[config.mk]
export PLATFORM = sky130hd
export DESIGN_NAME = pipe_hazard_sequencer
export DESIGN_NICKNAME = d
export VERILOG_FILES = /design/src/rtl/pipe_hazard_sequencer.sv
export SDC_FILE = /design/constraint.sdc
export NUM_CORES = 1
export LEC_CHECK = 0
export BUFFER_PORTS_ARGS = -buffer_cell sky130_fd_sc_hd__buf_2
export CORE_ASPECT_RATIO = 0.9
export CORE_UTILIZATION = 52
export CTS_BUF_LIST = sky130_fd_sc_hd__clkbuf_4 sky130_fd_sc_hd__clkbuf_8 sky130_fd_sc_hd__clkbuf_16
export DETAILED_ROUTE_END_ITERATION = 6
export HOLD_SLACK_MARGIN = 0.05
export PLACE_DENSITY = 0.78
export SLEW_MARGIN = 20
export SYNTH_ARGS = -nofsm -noshare
export SYNTH_HDL_FRONTEND = slang
export SYNTH_SLANG_ARGS = --single-unit
[constraint.sdc]
create_clock -name clk -period 2.6 [get_ports clk]
set_input_delay 0.39 -clock clk [delete_from_list [all_inputs] [get_ports clk]]
set_output_delay 0.39 -clock clk [all_outputs]
set_load 0.01 [all_outputs]
[src/rtl/pipe_hazard_sequencer.sv]
// Pipeline hazard sequencer for a 5-stage MIPS core: load-use stalls, taken-branch
// flushes and multi-cycle data-memory freezes, plus stall/flush counters and a sticky timeout.
module pipe_hazard_sequencer #(
    parameter int CNT_W       = 16,
    parameter int MEM_TIMEOUT = 64
) (
    input  logic             clk,
    input  logic             reset,
    input  logic [5:0]       id_op,
    input  logic [4:0]       id_rs,
    input  logic [4:0]       id_rt,
    input  logic             ex_memread,
    input  logic [4:0]       ex_rt,
    input  logic             ex_branch_taken,
    input  logic             mem_req,
    input  logic             mem_ack,
    output logic             pc_write,
    output logic             ifid_write,
    output logic             ifid_flush,
    output logic             idex_flush,
    output logic             freeze,
    output logic             mem_timeout,
    output logic [CNT_W-1:0] stall_cnt,
    output logic [CNT_W-1:0] flush_cnt
);

    typedef enum logic {
        RUN      = 1'b0,
        MEM_WAIT = 1'b1
    } state_t;

    localparam logic [5:0] OP_RTYPE = 6'b000000;
    localparam logic [5:0] OP_ADDI  = 6'b001000;
    localparam logic [5:0] OP_LW    = 6'b100011;
    localparam logic [5:0] OP_SW    = 6'b101011;
    localparam logic [5:0] OP_BEQ   = 6'b000100;
    localparam logic [5:0] OP_BNE   = 6'b000101;
    localparam logic [5:0] OP_BGTZ  = 6'b000111;

    localparam logic [7:0]       TIMER_MAX    = 8'hFF;
    localparam logic [7:0]       TIMEOUT_LAST = 8'(MEM_TIMEOUT - 1);
    localparam logic [CNT_W-1:0] CNT_MAX      = {CNT_W{1'b1}};

    state_t           state_q, state_d;
    logic [7:0]       timer_q, timer_d;
    logic             mem_timeout_q, mem_timeout_d;
    logic [CNT_W-1:0] stall_cnt_q, stall_cnt_d;
    logic [CNT_W-1:0] flush_cnt_q, flush_cnt_d;

    logic rs_consumer;
    logic rt_consumer;
    logic load_use;
    logic mem_busy;
    logic branch_fire;

    always_comb begin
        rs_consumer = 1'b0;
        rt_consumer = 1'b0;
        case (id_op)
            OP_RTYPE, OP_SW, OP_BEQ, OP_BNE: begin
                rs_consumer = 1'b1;
                rt_consumer = 1'b1;
            end
            OP_ADDI, OP_LW, OP_BGTZ: rs_consumer = 1'b1;
            default: ;
        endcase
    end

    assign load_use = ex_memread && (ex_rt != 5'd0) &&
                      ((rs_consumer && (id_rs == ex_rt)) ||
                       (rt_consumer && (id_rt == ex_rt)));

    assign mem_busy = ((state_q == MEM_WAIT) || mem_req) && !mem_ack;

    // State register together with the registered timer, sticky flag and counters
    always_ff @(posedge clk) begin
        if (reset) begin
            state_q       <= RUN;
            timer_q       <= 8'd0;
            mem_timeout_q <= 1'b0;
            stall_cnt_q   <= '0;
            flush_cnt_q   <= '0;
        end else begin
            state_q       <= state_d;
            timer_q       <= timer_d;
            mem_timeout_q <= mem_timeout_d;
            stall_cnt_q   <= stall_cnt_d;
            flush_cnt_q   <= flush_cnt_d;
        end
    end

    // Next state: an access already latched in MEM_WAIT ignores mem_req until acked
    always_comb begin
        state_d = state_q;
        case (state_q)
            RUN:      if (mem_req && !mem_ack) state_d = MEM_WAIT;
            MEM_WAIT: if (mem_ack) state_d = RUN;
            default:  state_d = RUN;
        endcase
    end

    always_comb begin
        timer_d = timer_q;
        if (state_d == RUN) begin
            timer_d = 8'd0;
        end else if ((state_q == MEM_WAIT) && !mem_ack && (timer_q != TIMER_MAX)) begin
            timer_d = timer_q + 8'd1;
        end
    end

    assign mem_timeout_d = mem_timeout_q ||
                           ((state_q == MEM_WAIT) && !mem_ack && (timer_q == TIMEOUT_LAST));

    // Output decode: memory freeze outranks branch flush, which outranks load-use stall
    always_comb begin
        pc_write    = 1'b1;
        ifid_write  = 1'b1;
        ifid_flush  = 1'b0;
        idex_flush  = 1'b0;
        freeze      = 1'b0;
        branch_fire = 1'b0;
        if (reset) begin
            pc_write   = 1'b0;
            ifid_write = 1'b0;
            ifid_flush = 1'b1;
            idex_flush = 1'b1;
        end else if (mem_busy) begin
            freeze     = 1'b1;
            pc_write   = 1'b0;
            ifid_write = 1'b0;
        end else if (ex_branch_taken) begin
            ifid_flush  = 1'b1;
            idex_flush  = 1'b1;
            branch_fire = 1'b1;
        end else if (load_use) begin
            pc_write   = 1'b0;
            ifid_write = 1'b0;
            idex_flush = 1'b1;
        end
    end

    always_comb begin
        stall_cnt_d = stall_cnt_q;
        flush_cnt_d = flush_cnt_q;
        if (!pc_write && (stall_cnt_q != CNT_MAX)) stall_cnt_d = stall_cnt_q + CNT_W'(1);
        if (branch_fire && (flush_cnt_q != CNT_MAX)) flush_cnt_d = flush_cnt_q + CNT_W'(1);
    end

    assign mem_timeout = mem_timeout_q;
    assign stall_cnt   = stall_cnt_q;
    assign flush_cnt   = flush_cnt_q;

endmodule

==> metrics, run 1 <==
YS warnings=0; placed cell count=between 400 and 500; FFs w/ async S/R, synth=0%; CTS tree=yes; PortBufs=64; setup TNS=0 ns; critical path's slowest cell=or4_1; largest net degree at the start of global routing=36; #FFs+latches synth=42; Critical Path End Type=output pin; status=complete, no violations; final cell count without fillers=421; Post-CTS Setup Repair Bufs=0; Worst EP required=between 2 and 2.5 ns; Layout Nets=roughly 390; Pleak=1.16 nW; Unique masters post-synth=46; most frequent cells in the layout=64 x buf_2, 47 x nor2_1, 42 x dfxtp_1; Synthesized Nets=between 300 and 400; Root Buffer=clkbuf_8; worst stage delay on the critical path=0.54 ns; VDD IR max=0.372 mV; crit-path cells=buf_2 > or4_1 > o21ai_2 > nor4_2 > o21ai_2 > and2_1 > buf_2; post-place instance area=0.00278 mm2; final core occ=about two thirds; number of global-route vias before repair=approximately 1900; Post-synth EDFFs=0; initial DRC count=~150; CTS Hold Bufs=0; Sink Count=42; area grow syn2layout=19.6%; Slew @ Worst Pin=between 0.6 and 0.7 ns; worst skew pair latency=around 0.30 ns; CP arrival=2.03 ns; per-cell routed wire length=12.1 um; core area=0.00443 mm2; Clock transition at path regs=~0.07 ns; Slew HR=between 50% and 60%; Seq/Total Area, Yosys=between 30% and 40%; Final Cycle Share=slightly above 90%; Vias=between 2000 and 2500; buffer and inverter count on the worst path=2; critical path type=input pin to output pin; Hold Path Class=input pin to flip-flop; clk_skew=~0.008 ns; crit path time final=2.42 ns; number of vias per cell=5.39; CP top delay family=simple AND/OR/NAND/NOR gates; routability cong.=about 0.86; Final Hold Fails=0; Total GRT Usage=around 22%; CTS Buffer Depth=2; Total Routed Length=roughly 5000 um; HPWL Detailed=between 3000 and 4000 um; Synth Cell Area=roughly 0.0024 mm2; starting density of the core=between 50% and 60%; Synth Flop Type=dfxtp_1; crit path max fanout=9; DRC viols=0; die area=~0.005 mm2; syn_area_per_cell=approximately 8.3 um2; Post-Synthesis Cells=between 200 and 300; diode count=0; Num CTS Buffers=5; PD cells=429 mW/mm2; first-pass GRT wire length=~8300 um; Rows=23; Resized Gates After CTS=0; die height=roughly 67 um; Design Area, Final=roughly 0.0029 mm2; RSZ-0062 raised after global routing=no; CP startpoint kind=input pin; antenna violations before repair=0; IO Pins=65; MaxCap Viol Count=0; layout cell share with drive strength beyond 1=26.7%; final setup fails=0; Final Max Slew Viols=0; antenna viol nets, final=0; maximum achievable frequency=between 400 and 500 MHz; Die W=~74 um; Initial DRT Pass Iterations=4; most common cell after layout, fill and taps aside=buf_2; H-tree levels=2; global route overflow=0
[metal layers]
metal / track usage (%) / share of wire, % / vias up
met5: 0 / 0 / -
li1: - / - / 1161
met2: 37.0 / 48 / 47
met4: 9.13 / 1.9 / 0
met1: 27.2 / 46 / 1051
met3: 3.78 / 4.2 / 9
[Yosys cell counts, types with 2 or more instances]
cell / instances / area [um2]
or4_1: 4 / 30.0
and2_1: 2 / 12.5
o21ai_2: 2 / 17.5
nor2b_1: 14 / 87.6
o21ba_2: 2 / 20.0
nand2_1: 23 / 86.3
and4_1: 3 / 26.3
ha_1: 3 / 37.5
nor2_1: 47 / 176
o21bai_1: 3 / 22.5
clkbuf_1: 3 / 11.3
and3_1: 3 / 18.8
a211oi_1: 5 / 37.5
inv_1: 9 / 33.8
a21oi_1: 11 / 55.1
o31ai_1: 5 / 37.5
nand3_1: 21 / 105
dfxtp_1: 42 / 841
mux2i_1: 3 / 30.0
xor2_1: 7 / 61.3
nor4_1: 4 / 25.0
mux2_2: 11 / 124
xnor2_1: 22 / 193
nor3_1: 5 / 25.0
o21ai_0: 4 / 20.0
buf_4: 2 / 15.0
nand4_1: 10 / 62.6
or3_1: 3 / 18.8
[worst paths after layout]
kind | start | end | slack (ns) | depth (start not counted)
worst max-delay path | ex_rt[1] | ifid_write | 0.18 | 7
worst min-delay path | reset | flush_cnt[2]$_SDFFE_PP0P_ | 0.43 | 2
worst min register to register | timer_q[1]$_SDFFE_PP0P_ | timer_q[1]$_SDFFE_PP0P_ | 0.48 | 2
worst max register to register | stall_cnt[2]$_SDFFE_PP0P_ | stall_cnt[8]$_SDFFE_PP0P_ | 0.49 | 6
[state kept, by name, summed over array words and instances, names as in the netlist]
| register | flops |
|---|---|
| flush_cnt | 16 |
| mem_timeout | 1 |
| stall_cnt | 16 |
| state_q | 1 |
| timer_q | 8 |
[metrics by stage]
stage	setup slack (ns)	power [mW]	hold WS, ns
after CTS	0.180	1.24	0.429
final	0.179	1.23	0.427
after global routing	0.0373	1.29	0.460
after floorplan	0.374	0.753	0.454
after global placement	0.220	0.801	0.452
after detailed placement	0.173	0.805	0.470
[power by group]
group | internal [mW] | switching (mW) | total, mW | leakage, nW
registers | 0.649 | 0.0106 | 0.660 | 0.339
logic | 0.0557 | 0.0734 | 0.129 | 0.766
clock network | 0.225 | 0.221 | 0.445 | 0.0517
total | 0.930 | 0.305 | 1.23 | 1.16
[logic make-up after synthesis]
group           after synthesis  synth area share [%]
xor+xnor                     29                  10.6
fa+ha+maj                     3                  1.56
mux                          14                  6.40
simple gates                146                  31.1
flops                        42                  35.0
compound gates               41                  12.2
buf+inv                      16                  3.12
[final cells by class]
| cell class | count | area (um2) |
|---|---|---|
| clock buffer | 7 | 90.1 |
| clock inverter | 1 | 5.00 |
| fill | 423 | 1560 |
| inverter | 10 | 37.5 |
| multi-input combinational | 233 | 1490 |
| sequential | 42 | 841 |
| tap | 62 | 77.6 |
| timing repair buffer | 66 | 335 |
Power figures use the tool's default switching activity.
==> run 2: changes to the inputs <==
--- a/config.mk
+++ b/config.mk
@@ -7,6 +7,7 @@
 export LEC_CHECK = 0
 export BUFFER_PORTS_ARGS = -buffer_cell sky130_fd_sc_hd__buf_2
 export CORE_ASPECT_RATIO = 0.9
+export CORE_MARGIN = 2
 export CORE_UTILIZATION = 52
 export CTS_BUF_LIST = sky130_fd_sc_hd__clkbuf_4 sky130_fd_sc_hd__clkbuf_8 sky130_fd_sc_hd__clkbuf_16
 export DETAILED_ROUTE_END_ITERATION = 6
==> metrics, run 2 (synthesis results as in run 1) <==
status=complete, no violations; most frequent cells in the layout=64 x buf_2, 47 x nor2_1, 42 x dfxtp_1; hold_sp=reset; most common cell after layout, fill and taps aside=buf_2; Tot Pwr=1.30 mW; Clock transition at path regs=approximately 0.080 ns; Pleak=between 1 and 1.5 nW; switching part of the total=about a quarter; Total GRT Usage=between 20% and 30%; clk_skew=between 0.006 and 0.007 ns; final core occ=around two thirds; final setup fails=0; HPWL Detailed=roughly 4000 um; Root Buffer=clkbuf_8; Resized Gates After CTS=0; core area=0.00446 mm2; die area=0.00518 mm2; routability cong.=approximately 0.86; number of global-route vias before repair=approximately 1900; Layout Nets=388; CTS Hold Bufs=0; Post-CTS Setup Repair Bufs=0; setup TNS=0 ns; sequential share of power=about half; IO Pins=65; Design Area, Final=between 0.002 and 0.003 mm2; diode count=0; antenna violations before repair=0; layout cell share with drive strength beyond 1=26.7%; MaxCap Viol Count=0; Vias=roughly 2200; Total Routed Length=around 5200 um; clock power share=about 39%; Worst EP required=2.21 ns; CP arrival=about 2 ns; crit path time final=2.39 ns; Crit. Startpoint=ex_rt[1]; initial DRC count=150; Num CTS Buffers=5; starting density of the core=53.9%; Int Pwr=about 0.99 mW; first-pass GRT wire length=8240 um; crit path max fanout=9; Sink Count=42; Final Cycle Share=approximately 90%; CTS tree=yes; Final Hold Fails=0; CTS Buffer Depth=2; Hold Path Class=input pin to flip-flop; H-tree levels=2; Slew HR=55.9%; die height=roughly 69 um; RSZ-0062 raised after global routing=no; Final Max Slew Viols=0; maximum achievable frequency=approximately 420 MHz; Gate power share=under 10%; area grow syn2layout=20.1%; Rows=23; antenna viol nets, final=0; Net Switching=approximately 0.31 mW; Worst R2R Start=stall_cnt[1]$_SDFFE_PP0P_; Initial DRT Pass Iterations=4; Slew @ Worst Pin=approximately 0.66 ns; CP startpoint kind=input pin; VDD IR max=0.437 mV; number of vias per cell=5.23; post-place instance area=~0.0028 mm2; pre-CTS setup slack=around 0.18 ns; PortBufs=64; DRC viols=0; per-cell routed wire length=~12 um; final setup margin=between 0.2 and 0.25 ns; worst skew pair latency=approximately 0.3 ns; Die W=~76 um; PD cells=449 mW/mm2; critical path type=input pin to output pin; Critical Path End Type=output pin; global route overflow=0; largest net degree at the start of global routing=34
[run 2: cell types whose count changed in the layout (fill, tap and decap cells not counted)]
cell       before  now
clkbuf_8        6    5
bufinv_16       0    1
clkbuf_4        1    0
clkinv_2        1    2
[run 2: power groups by stage]
stage,logic (mW),clock network (mW),registers [mW]
6_report,0.129,0.507,0.660
5_1_grt,0.144,0.549,0.661
4_1_cts,0.129,0.520,0.660
3_5_place_dp,0.129,0,0.675
3_3_place_gp,0.127,0,0.674
2_1_floorplan,0.0778,0,0.675
[run 2: critical path, cell delays in order]
cell and delay, ns:
buf_2 0.12, or4_1 0.54, o21ai_2 0.21, nor4_2 0.12, o21ai_2 0.30, and2_1 0.19, buf_2 0.13
[run 2: path summary, 6_finish.rpt]
check / end / slack (ns) / depth (start not counted)
worst max-delay path: pc_write / 0.21 / 7
worst min register to register: timer_q[1]$_SDFFE_PP0P_ / 0.48 / 2
worst max register to register: stall_cnt[3]$_SDFFE_PP0P_ / 0.53 / 5
worst min-delay path: mem_timeout$_SDFF_PP0_ / 0.46 / 2
[run 2: per-layer routing]
| layer | up-vias | track usage [%] | wire (um) |
|---|---|---|---|
| met1 | 993 | 25.7 | 2390 |
| li1 | 1162 | - | - |
| met2 | 44 | 34.7 | 2550 |
| met5 | - | 0 | 0 |
| met4 | 0 | 8.33 | 34 |
| met3 | 4 | 4.65 | 223 |
[run 2: metrics by stage]
stage,hold slack (ns),instances
final,0.460,421
after global placement,0.467,413
after CTS,0.457,421
after detailed placement,0.472,413
after global routing,0.463,421
after floorplan,0.454,291
[run 2: area by class of cell]
class | count | area [um2]
fillers | 375 | 1570
flip-flops and latches | 42 | 841
well taps | 62 | 77.6
inverters | 10 | 37.5
clock buffers | 5 | 68.8
clock inverters | 3 | 40.0
multi-input cells | 233 | 1490
repair buffers | 66 | 335
==> run 3: changes to the inputs <==
--- a/config.mk
+++ b/config.mk
@@ -6,9 +6,11 @@
 export NUM_CORES = 1
 export LEC_CHECK = 0
 export BUFFER_PORTS_ARGS = -buffer_cell sky130_fd_sc_hd__buf_2
+export CELL_PAD_IN_SITES_DETAIL_PLACEMENT = 2
+export CELL_PAD_IN_SITES_GLOBAL_PLACEMENT = 2
 export CORE_ASPECT_RATIO = 0.9
 export CORE_MARGIN = 2
-export CORE_UTILIZATION = 52
+export CORE_UTILIZATION = 30
 export CTS_BUF_LIST = sky130_fd_sc_hd__clkbuf_4 sky130_fd_sc_hd__clkbuf_8 sky130_fd_sc_hd__clkbuf_16
 export DETAILED_ROUTE_END_ITERATION = 6
 export HOLD_SLACK_MARGIN = 0.05
==> metrics, run 3 (synthesis results as in run 1) <==
final setup margin=0.166 ns; Final Hold Fails=0; per-cell routed wire length=15.5 um; Total Routed Length=slightly above 7000 um; PortBufs=between 60 and 70; CTS Hold Bufs=0; CP top delay family=simple AND/OR/NAND/NOR gates; Slew HR=~57%; hold_sp=reset; Initial DRT Pass Iterations=4; die area=0.00874 mm2; pre-CTS setup slack=0.138 ns; metal3 WL=~300 um; number of vias per cell=5.19; clk_skew=~0.011 ns; area of the multi-input gates=0.00149 mm2; starting density of the core=a little under a third; Die W=98.4 um; worst-case reg-to-reg path depth=5; fill count=around 900; Vias=about 2400; Pleak=between 1 and 1.5 nW; initial DRC count=59; IO Pins=65; Final Max Slew Viols=0; Rows=30; number of global-route vias before repair=2474; worst stage delay on the critical path=0.54 ns; Resized Gates After CTS=0; Total GRT Usage=around 17%; first-pass GRT wire length=between 10000 and 15000 um; routability cong.=approximately 0.75; maximum achievable frequency=411 MHz; CTS Buffer Depth=2; Hold Path Class=input pin to flip-flop; Design Area, Final=0.00294 mm2; antenna viol nets, final=0; highest metal used=met4; met2 routed WL=between 3000 and 4000 um; CTS tree=yes; Final Cycle Share=between 90% and 100%; Root Buffer=clkbuf_8; H-tree levels=2; Layout Nets=389; met1 WL=between 3000 and 4000 um; core area=0.00766 mm2; MaxCap Viol Count=0; register area=~840 um2; buffer and inverter count on the worst path=2; crit path time final=between 2 and 2.5 ns; global route overflow=0; Sink Count=42; most frequent cells in the layout=64 x buf_2, 47 x nor2_1, 42 x dfxtp_1; RSZ-0062 raised after global routing=no; Post-CTS Setup Repair Bufs=0; final setup fails=0; Crit. Startpoint=ex_rt[1]; VDD IR max=0.167 mV; Slew @ Worst Pin=about 0.64 ns; PD cells=about 450 mW/mm2; CP arrival=2.04 ns; die height=~89 um; Clock transition at path regs=about 0.090 ns; Worst EP required=2.21 ns; Worst R2R Start=stall_cnt[1]$_SDFFE_PP0P_; Critical Path End Type=output pin; critical path type=input pin to output pin; HPWL Detailed=approximately 5500 um; Num CTS Buffers=5; status=complete, no violations; R2R setup slack=roughly 0.42 ns; crit path max fanout=9; largest net degree at the start of global routing=29; layout cell share with drive strength beyond 1=~27%; worst skew pair latency=approximately 0.3 ns; setup TNS=0 ns; DRC viols=0; critical path's slowest cell=or4_1; antenna violations before repair=0; diode count=0; post-place instance area=~0.0028 mm2; CP startpoint kind=input pin; Hold Path Cell Cnt=2; most common cell after layout, fill and taps aside=buf_2; critical path depth in cells=7; crit-path cells=buf_2 > or4_1 > o21ai_2 > nor4_2 > o21ai_2 > and2_1 > buf_2; area grow syn2layout=22.4%
-- run 3: worst reg2reg max path, stage by stage, from the launching register on --
cell and delay [ns]:
dfxtp_1 0.55, ha_1 0.32, nand3_1 0.19, o31ai_1 0.58, a211oi_1 0.12, mux2_2 0.30
-- run 3: metal layers --
| layer | vias up | global-route usage, % |
|---|---|---|
| met1 | 1149 | 21.8 |
| met3 | 7 | 2.97 |
| li1 | 1162 | - |
| met4 | 0 | 4.11 |
| met5 | - | 0 |
| met2 | 47 | 28.8 |
-- run 3: worst paths after layout --
path,endpoint
worst min register to register,timer_q[1]$_SDFFE_PP0P_
worst max register to register,stall_cnt[4]$_SDFFE_PP0P_
worst min-delay path,flush_cnt[15]$_SDFFE_PP0P_
worst max-delay path,ifid_write
-- run 3: layout make-up --
type                            count  area share [%]
Clock buffer                        6            2.59
Clock inverter                      2            1.28
Inverter                           10            1.28
Multi-Input combinational cell    233            50.6
Sequential cell                    42            28.6
Tap cell                           96            4.08
Timing Repair Buffer               67            11.6
-- run 3: power breakdown --
part | leakage (nW) | total (mW) | internal [mW] | switching (mW)
Sequential | 0.339 | 0.662 | 0.649 | 0.0132
Combinational | 0.771 | 0.137 | 0.0573 | 0.0799
Clock | 0.0548 | 0.535 | 0.297 | 0.238
Total | 1.16 | 1.33 | 1.00 | 0.331
-- run 3: stage by stage --
step | hold WS, ns | std cells | utilization, % | total power, mW
6_report | 0.484 | 456 | 38.4 | 1.33
4_1_cts | 0.487 | 456 | 38.4 | 1.35
3_5_place_dp | 0.474 | 448 | 36.9 | 0.814
5_1_grt | 0.514 | 456 | 38.4 | 1.40
3_3_place_gp | 0.462 | 448 | 36.9 | 0.810
2_1_floorplan | 0.454 | 291 | - | 0.753
